File: src/rtl/dac_pkg.sv
// rtl/dac_pkg.sv - shared constants and waveform mode encodings for the DAC waveform generator
package dac_pkg;

    localparam int DATA_W = 12;

    typedef enum logic [1:0] {
        MODE_CONST = 2'b00,
        MODE_SAW   = 2'b01,
        MODE_TRI   = 2'b10,
        MODE_SQR   = 2'b11
    } wave_mode_e;

    localparam logic [DATA_W-1:0] FULL_SCALE = {DATA_W{1'b1}};

endpackage

File: src/rtl/rate_ticker.sv
// rtl/rate_ticker.sv - sample-rate divider producing a one-cycle tick every rate_div+1 enabled cycles
module rate_ticker #(
    parameter int DIV_W = 16
) (
    input  logic             clk,
    input  logic             reset,
    input  logic             en,
    input  logic [DIV_W-1:0] rate_div,
    output logic             tick
);

    logic [DIV_W-1:0] r_cnt;
    logic             w_wrap;

    // >= rather than == so a rate_div lowered mid-count cannot strand the counter
    assign w_wrap = (r_cnt >= rate_div);
    assign tick   = en && w_wrap;

    always_ff @(posedge clk or negedge reset) begin
        if (!reset) begin
            r_cnt <= '0;
        end else if (!en || w_wrap) begin
            r_cnt <= '0;
        end else begin
            r_cnt <= r_cnt + DIV_W'(1);
        end
    end

endmodule

File: src/rtl/dac_wave_gen.sv
// rtl/dac_wave_gen.sv - waveform generator (const/saw/triangle/square) feeding a DAC7611P driver via valid/ready
module dac_wave_gen
    import dac_pkg::*;
#(
    parameter int DATA_W = dac_pkg::DATA_W,
    parameter int DIV_W  = 16
) (
    input  logic              clk,
    input  logic              reset,
    input  logic              en,
    input  logic [1:0]        mode,
    input  logic [DATA_W-1:0] step,
    input  logic [DATA_W-1:0] level,
    input  logic [DIV_W-1:0]  rate_div,
    input  logic              dac_ready,
    output logic [DATA_W-1:0] DATA,
    output logic              data_valid,
    output logic [7:0]        overrun
);

    localparam logic [DATA_W-1:0] MAX_CODE = {DATA_W{1'b1}};

    logic              w_tick;
    logic              w_load;
    logic              w_drop;
    logic              w_xfer;
    logic              w_entry;
    logic [DATA_W-1:0] w_prev;
    logic              w_up;
    logic              w_sq_high;
    logic [DATA_W:0]   w_sum;
    logic [DATA_W:0]   w_diff;
    logic [DATA_W-1:0] w_code;
    logic              w_next_up;
    logic              w_next_sq;

    logic [DATA_W-1:0] r_data;
    logic              r_valid;
    logic [7:0]        r_overrun;
    logic [DATA_W-1:0] r_acc;
    logic              r_dir_up;
    logic              r_sq_high;
    logic [1:0]        r_mode;

    rate_ticker #(.DIV_W(DIV_W)) u_ticker (
        .clk      (clk),
        .reset    (reset),
        .en       (en),
        .rate_div (rate_div),
        .tick     (w_tick)
    );

    assign w_xfer = r_valid && dac_ready;
    assign w_load = w_tick && (!r_valid || dac_ready);
    assign w_drop = w_tick && r_valid && !dac_ready;

    // A mode change restarts the generator before the new code is computed
    assign w_entry   = (mode != r_mode);
    assign w_prev    = w_entry ? '0 : r_acc;
    assign w_up      = w_entry ? 1'b1 : r_dir_up;
    assign w_sq_high = w_entry ? 1'b1 : r_sq_high;
    assign w_sum     = {1'b0, w_prev} + {1'b0, step};
    assign w_diff    = {1'b0, w_prev} - {1'b0, step};

    always_comb begin
        w_code    = w_prev;
        w_next_up = w_up;
        w_next_sq = w_sq_high;
        case (mode)
            MODE_CONST: w_code = level;
            MODE_SAW:   w_code = w_sum[DATA_W-1:0];
            MODE_TRI: begin
                if (w_up) begin
                    if (w_sum[DATA_W] || (w_sum[DATA_W-1:0] == MAX_CODE)) begin
                        w_code = MAX_CODE;
                        if (step != '0) w_next_up = 1'b0;
                    end else begin
                        w_code = w_sum[DATA_W-1:0];
                    end
                end else begin
                    if (w_diff[DATA_W] || (w_diff[DATA_W-1:0] == '0)) begin
                        w_code = '0;
                        if (step != '0) w_next_up = 1'b1;
                    end else begin
                        w_code = w_diff[DATA_W-1:0];
                    end
                end
            end
            default: begin
                w_code    = w_sq_high ? level : '0;
                w_next_sq = !w_sq_high;
            end
        endcase
    end

    always_ff @(posedge clk or negedge reset) begin
        if (!reset) begin
            r_data    <= '0;
            r_valid   <= 1'b0;
            r_overrun <= '0;
            r_acc     <= '0;
            r_dir_up  <= 1'b1;
            r_sq_high <= 1'b1;
            r_mode    <= MODE_CONST;
        end else begin
            if (w_load) begin
                r_data    <= w_code;
                r_valid   <= 1'b1;
                r_acc     <= w_code;
                r_dir_up  <= w_next_up;
                r_sq_high <= w_next_sq;
                r_mode    <= mode;
            end else if (w_xfer) begin
                r_valid <= 1'b0;
            end
            if (w_drop && (r_overrun != 8'hFF)) begin
                r_overrun <= r_overrun + 8'd1;
            end
        end
    end

    assign DATA       = r_data;
    assign data_valid = r_valid;
    assign overrun    = r_overrun;

endmodule

File: config.mk
export PLATFORM = sky130hd
export DESIGN_NAME = dac_wave_gen
export DESIGN_NICKNAME = d
export VERILOG_FILES = /design/src/rtl/dac_pkg.sv /design/src/rtl/rate_ticker.sv /design/src/rtl/dac_wave_gen.sv
export SDC_FILE = /design/constraint.sdc
export NUM_CORES = 1
export LEC_CHECK = 0
export BUFFER_PORTS_ARGS = -buffer_cell sky130_fd_sc_hd__buf_2
export CORE_ASPECT_RATIO = 1.1
export CORE_UTILIZATION = 60
export CTS_CLUSTER_DIAMETER = 80
export CTS_CLUSTER_SIZE = 24
export DETAILED_ROUTE_END_ITERATION = 16
export PLACE_DENSITY = 0.83
export SETUP_SLACK_MARGIN = 0.05
export SLEW_MARGIN = 10
export SYNTH_ARGS = -nofsm -noshare
export SYNTH_HDL_FRONTEND = slang
export SYNTH_SLANG_ARGS = --single-unit
File: constraint.sdc
create_clock -name clk -period 10.4 [get_ports clk]
set_input_delay 1.56 -clock clk [delete_from_list [all_inputs] [get_ports clk]]
set_output_delay 1.56 -clock clk [all_outputs]
set_load 0.005 [all_outputs]
==> results of run 1 <==
cells by family (layout without fill, tap and decap cells):
| logic type | after synthesis | count (layout) | synth area share, % |
|---|---|---|---|
| muxes | 9 | 9 | 2.017 |
| DFF | 41 | 41 | 22.71 |
| and+or+nand+nor | 200 | 200 | 22.91 |
| AOI/OAI and AO/OA | 166 | 166 | 26.14 |
| adders and majority gates | 44 | 44 | 12.16 |
| buffers and inverters | 72 | 126 | 6.272 |
| xor gates and xnor gates | 36 | 36 | 7.792 |
placed cells by master, fill, tap and decap left out, types with 17 or more instances in the layout:
master | netlist | final
nor2_1 | 50 | 50
ha_1 | 44 | 44
inv_1 | 47 | 47
buf_2 | 5 | 66
and3_1 | 19 | 19
a21oi_1 | 34 | 34
o21ai_0 | 22 | 22
dfrtp_1 | 39 | 39
a21o_1 | 17 | 17
xnor2_1 | 19 | 19
nand2_1 | 41 | 41
registers in the layout, summed over array words and instances, names as in the netlist:
| signal | count |
|---|---|
| data_valid | 1 |
| r_acc | 12 |
| r_dir_up | 1 |
| r_mode | 2 |
| r_sq_high | 1 |
| u_ticker.r_cnt | 16 |
| overrun | 8 |
routing by layer:
layer / wire, µm / part of all wire, %
met1: 5277 / 42
met3: 823 / 6.5
met5: 0 / 0
met2: 6136 / 49
met4: 404 / 3.2
worst max-delay path by stage:
stage,from,to,slack (ns)
after global routing,mode[0],r_acc[11]$_DFFE_PN0P_,4.73
after global placement,mode[0],r_acc[11]$_DFFE_PN0P_,4.99
after detailed placement,mode[0],r_acc[4]$_DFFE_PN0P_,4.82
final,mode[0],r_acc[4]$_DFFE_PN0P_,5.01
after CTS,mode[0],r_acc[4]$_DFFE_PN0P_,5.12
after floorplan,mode[1],r_acc[7]$_DFFE_PN0P_,5.74
through the flow:
stage / power, mW / setup WS (ns)
after global routing: 0.5644 / 4.728
final: 0.5383 / 5.009
after CTS: 0.5344 / 5.118
after detailed placement: 0.3794 / 4.820
after global placement: 0.3738 / 4.993
after floorplan: 0.3216 / 5.742
power by group through the flow:
stage          logic, mW  clock network (mW)  registers [mW]
3_5_place_dp       0.197                   0           0.182
4_1_cts            0.199               0.156           0.179
5_1_grt            0.222               0.162           0.181
3_3_place_gp       0.192                   0           0.182
6_report           0.204               0.155           0.179
2_1_floorplan      0.142                   0           0.179
cell type report:
cell class / instances / area [µm²] / area share (%)
flip-flops and latches: 41 / 1028 / 20.48
inverters: 49 / 183.9 / 3.663
clock buffers: 5 / 68.82 / 1.371
well taps: 85 / 106.4 / 2.118
repair buffers: 69 / 352.8 / 7.027
clock inverters: 3 / 65.06 / 1.296
multi-input cells: 455 / 3216 / 64.04
critical path: stages:
cell and delay (ns):
buf_2 0.46, xnor2_4 0.28, and2_0 0.35, nand2_1 0.14, inv_1 0.05, ha_1 0.22
ha_1 0.21, nor2b_1 0.12, o21ai_0 0.25, a32oi_1 0.31, a21o_1 0.29, a21oi_1 0.67
and2_1 0.36, a211o_1 0.18, o221ai_2 0.09
==> flow_summary.yaml, run 1 <==
critical_path:
  worst_setup_path_end_kind: "flip-flop"
  rrSetupSlack_ns: 6.20
  cp_max_fo: 29
  critPathLaunchType: "input port"
  required_ns: 10.56
  path_class: "in2reg"
  worst_r2r_endpoint: "r_acc[4]$_DFFE_PN0P_"
  arrival_ns: 5.55
  worstRegToRegCells: 13
  r2r-start: "r_mode[0]$_DFFE_PN0P_"
synthesis:
  ys_warn_count: 0
  synth_commonest_cells: "nor2_1, inv_1, ha_1, nand2_1, dfrtp_1"
  synth_top_cell_by_area: "dfrtp_1"
  syn-cell-area_um2: 4528
  synth_seq_cells: 41
  postSynthAreaPerCell_um2: 7.972
  synth_most_common_cell: "nor2_1"
  ys.flop_type: "dfrtp_1"
  syn_nets: 658
  synth_top_area_share_pct: 21.55
  async_flop_share_pct: 100.0
  yosysSeqAreaShare_pct: 22.71
  synth_edf_count: 0
  synth.distinct_cells: 74
  synth_area_leaders: "dfrtp_1, ha_1, nor2_1, inv_1, a21oi_1"
  syn_inst: 568
route:
  post_drt_wl_per_cell_um: 17.88
  drc_errors: 2
  first_iter_violations: 348
  viasPerCell: 6.584
  vias: 4655
  drtPass1Iterations: 13
  totalWireLength_mm: 12.64
  drtAntennaViolNets: 0
power_and_ir_drop:
  p_clk_share_pct: 28.9
  pwr_density_cell_nw_per_um2: 107.2
  p_comb_share_pct: 37.8
  swShare_pct: 36.69
  seqPwrFrac_pct: 33.3
  p_int_mw: 0.3408
  power_switching_mw: 0.1975
  p_leak_nw: 2.474
  max-vdd-ir-drop_mv: 0.09080
worst_hold_path:
  whs_path_depth: 1
  min_path_type: "reg2reg"
  hold_end: "overrun[6]$_DFFE_PN0P_"
  hp-start: "overrun[6]$_DFFE_PN0P_"
placed_design:
  routabilityCongestion: 0.9562
  dp.cells: 699
  place_area_um2: 4887
  dpl.hpwl_mm: 9.744
  port_buffers: 66
timing:
  timing.fmax_ghz: 0.1855
  fin_setup_tns_ns: 0
  tightest_slew_ns: 1.049
  setup_viol: 0
  final_max_slew_viol_count: 0
  hold_violations: 0
  skew_ns: 0.003598
  rsz0062_at_grt: "false"
  holdWs_ns: 0.5027
  finalCriticalPeriod_ns: 5.391
  final_min_period_over_clock_period_pct: 51.84
  slew_headroom_pct: 29.89
global_route:
  grt_max_degree: 42
  grt_antenna_before_repair: 0
  gr-usage-met1_pct: 40.59
  first_global_vias: 4322
  grtUsageTotal_pct: 32.53
  use_met2_pct: 57.72
  globalRouteOverflowTotal: 0
  grt_pass1_wl_mm: 20.73
  grtUsageMet3_pct: 3.177
  grt_busiest_layer: "met2"
run_status:
  violations: "design-rule violations"
  status: "finished, violations left"
cts:
  root_buffer: "clkbuf_8"
  cts.sinks: 41
  cts_resized: 0
  htreeDepth: 2
  cts_buffers: 5
  clock_latency_ns: 0.29
  clockBufferDepth: 2
  cts_setup_buffers: 0
  cts_tree: "done"
  clk_pin_slew_worst_paths_ns: 0.09
  cts_hold_buf: 0
layout:
  area_growth_pct: 10.89
  finish.utilization_pct: 70.06
  design_area_um2: 5021
  drive_gt1_share_pct: 15.43
  fin_nets: 711
  final_cells: 707
  n_antenna_cell: 0
  n_fill_cell: 587
floorplanning:
  die_w_um: 84.83
  die_area_um2: 7899
  initial_utilization_pct: 63.18
  num_rows: 32
  core_um2: 7167
  die_h_um: 93.11
  ios: 67
job:
  maxCapViolCount: 0
Power figures use the tool's default switching activity.
==> run 2: changes to the inputs <==
CORE_UTILIZATION = 53   (was 60)
PLACE_DENSITY = 0.78   (was 0.83)
clock period = 4.35 ns   (was 10.4 ns; I/O delays follow)
==> flow_summary.yaml, run 2 (same netlist as run 1, synthesis figures left out) <==
run_status:
  status: "finished, final reports clean"
layout:
  n_antenna_cell: 0
  register_area_um2: 1028
  final_cell_mix: "buf_2, nor2_1, inv_1"
  fin_nets: 720
  top_register: "u_ticker.r_cnt"
  layout_commonest_cell: "buf_2"
  largest_reg_flops: 16
  multi_input_area_um2: 3216
  drive_gt1_share_pct: 16.48
  final_cells: 742
  n_fill_cell: 734
  area_growth_pct: 12.52
cts:
  cts.sinks: 41
  cts_resized: 0
  htreeDepth: 2
  cts_buffers: 5
  clk_pin_slew_worst_paths_ns: 0.08
  cts_tree: "done"
  cts_setup_buffers: 0
  clock_latency_ns: 0.29
  root_buffer: "clkbuf_8"
  cts_hold_buf: 0
  clockBufferDepth: 2
job:
  maxCapViolCount: 0
route:
  totalWireLength_mm: 12.45
  drt-met1-wl_mm: 5.369
  vias: 4590
  wl_met2_mm: 6.050
  route.met3.wl_um: 715
  drc_errors: 0
  post_drt_wl_per_cell_um: 16.78
  drtPass1Iterations: 5
  drtAntennaViolNets: 0
  first_iter_violations: 390
  dr.max_layer_used: "met4"
  viasPerCell: 6.186
placed_design:
  dpl.hpwl_mm: 9.983
  place_worst_setup_slack_ns: 0.3044
  routabilityCongestion: 0.9165
  dp.cells: 734
  port_buffers: 66
timing:
  finalWorstSetupSlack_ns: 0.5950
  fin_setup_tns_ns: 0
  tightest_slew_ns: 1.016
  final_min_period_over_clock_period_pct: 86.32
  final_max_slew_viol_count: 0
  timing.fmax_ghz: 0.2663
  slew_headroom_pct: 31.83
  setup_viol: 0
  skew_ns: 0.006502
  rsz0062_at_grt: "false"
  hold_violations: 0
  finalCriticalPeriod_ns: 3.755
global_route:
  grtUsageTotal_pct: 28.32
  globalRouteOverflowTotal: 0
  grt_antenna_before_repair: 0
  grt_pass1_wl_mm: 20.73
  grt_max_degree: 42
  first_global_vias: 4386
critical_path:
  arrival_ns: 3.91
  path_class: "in2reg"
  required_ns: 4.50
  worst_setup_path_end_kind: "flip-flop"
  crit_chain: "buf_2 > xnor2_4 > and2_0 > nand2_1 > xnor2_1 > ha_1 > nor2b_1 > o21ai_0 > a32oi_1 > a21o_1 > a21oi_1 > and2_1 > and3_1 > o31ai_1"
  cp_max_fo: 13
  critPathLaunchType: "input port"
  max_stage_delay_ns: 0.63
  cp_slowest_cell: "a21oi_1"
floorplanning:
  die_w_um: 90.13
  num_rows: 35
  die_h_um: 98.94
  die_area_um2: 8917
  ios: 67
  core_um2: 8320
  initial_utilization_pct: 54.42
power_and_ir_drop:
  p_leak_nw: 2.504
  max-vdd-ir-drop_mv: 0.3041
  pwr_density_cell_nw_per_um2: 241.8
worst_hold_path:
  min_path_type: "reg2reg"
[run 2: changes by cell type in the layout (fill, tap and decap cells not counted), sizes merged]
| cell | before | now |
|---|---|---|
| clkbuf | 5 | 6 |
| bufinv | 2 | 1 |
| buf | 69 | 78 |
[run 2: metrics by stage]
stage	hold WS [ns]	power, mW	utilization (%)	cell area (µm²)
2_1_floorplan	0.3569	0.7689	-	4528
3_3_place_gp	0.4631	0.9159	59.94	4987
3_5_place_dp	0.4713	0.9228	59.94	4987
4_1_cts	0.4857	1.225	61.23	5095
5_1_grt	0.5355	1.301	61.23	5095
6_report	0.4871	1.232	61.23	5095
[run 2: power breakdown]
group	internal [mW]	switching [mW]
clock	0.170	0.133
sequential	0.404	0.0268
combinational	0.196	0.302
total	0.770	0.462
[run 2: worst paths after layout]
check / start / to / slack, ns / cells after the start
max: mode[1] / r_acc[9]$_DFFE_PN0P_ / 0.60 / 14
min: overrun[6]$_DFFE_PN0P_ / overrun[6]$_DFFE_PN0P_ / 0.49 / 1
max reg2reg: r_mode[1]$_DFFE_PN0P_ / r_acc[9]$_DFFE_PN0P_ / 0.66 / 13
min reg2reg: overrun[6]$_DFFE_PN0P_ / overrun[6]$_DFFE_PN0P_ / 0.49 / 1
max in group asynchronous: reset / u_ticker.r_cnt[11]$_DFF_PN0_ / 3.25 / 1
min in group asynchronous: reset / overrun[3]$_DFFE_PN0P_ / 0.51 / 1
[run 2: area by class of cell]
class,instances,share of cell area (%)
flip-flops and latches,41,20.19
inverters,49,3.610
well taps,111,2.726
clock inverters,2,0.6876
clock buffers,6,1.424
repair buffers,78,8.251
multi-input cells,455,63.11
[run 2: critical path, delay by kind of cell]
kind            cells  cell delay, ns
compound gates      5            1.42
xor+xnor            2            0.48
fa+ha+maj           1            0.22
buf+inv             1            0.14
simple gates        5            0.97
[run 2: layer usage]
metal | GRT usage, % | vias to the layer above
met3 | 2.855 | 34
li1 | - | 2210
met4 | 9.926 | 0
met2 | 49.50 | 204
met1 | 36.43 | 2142
met5 | 0 | -
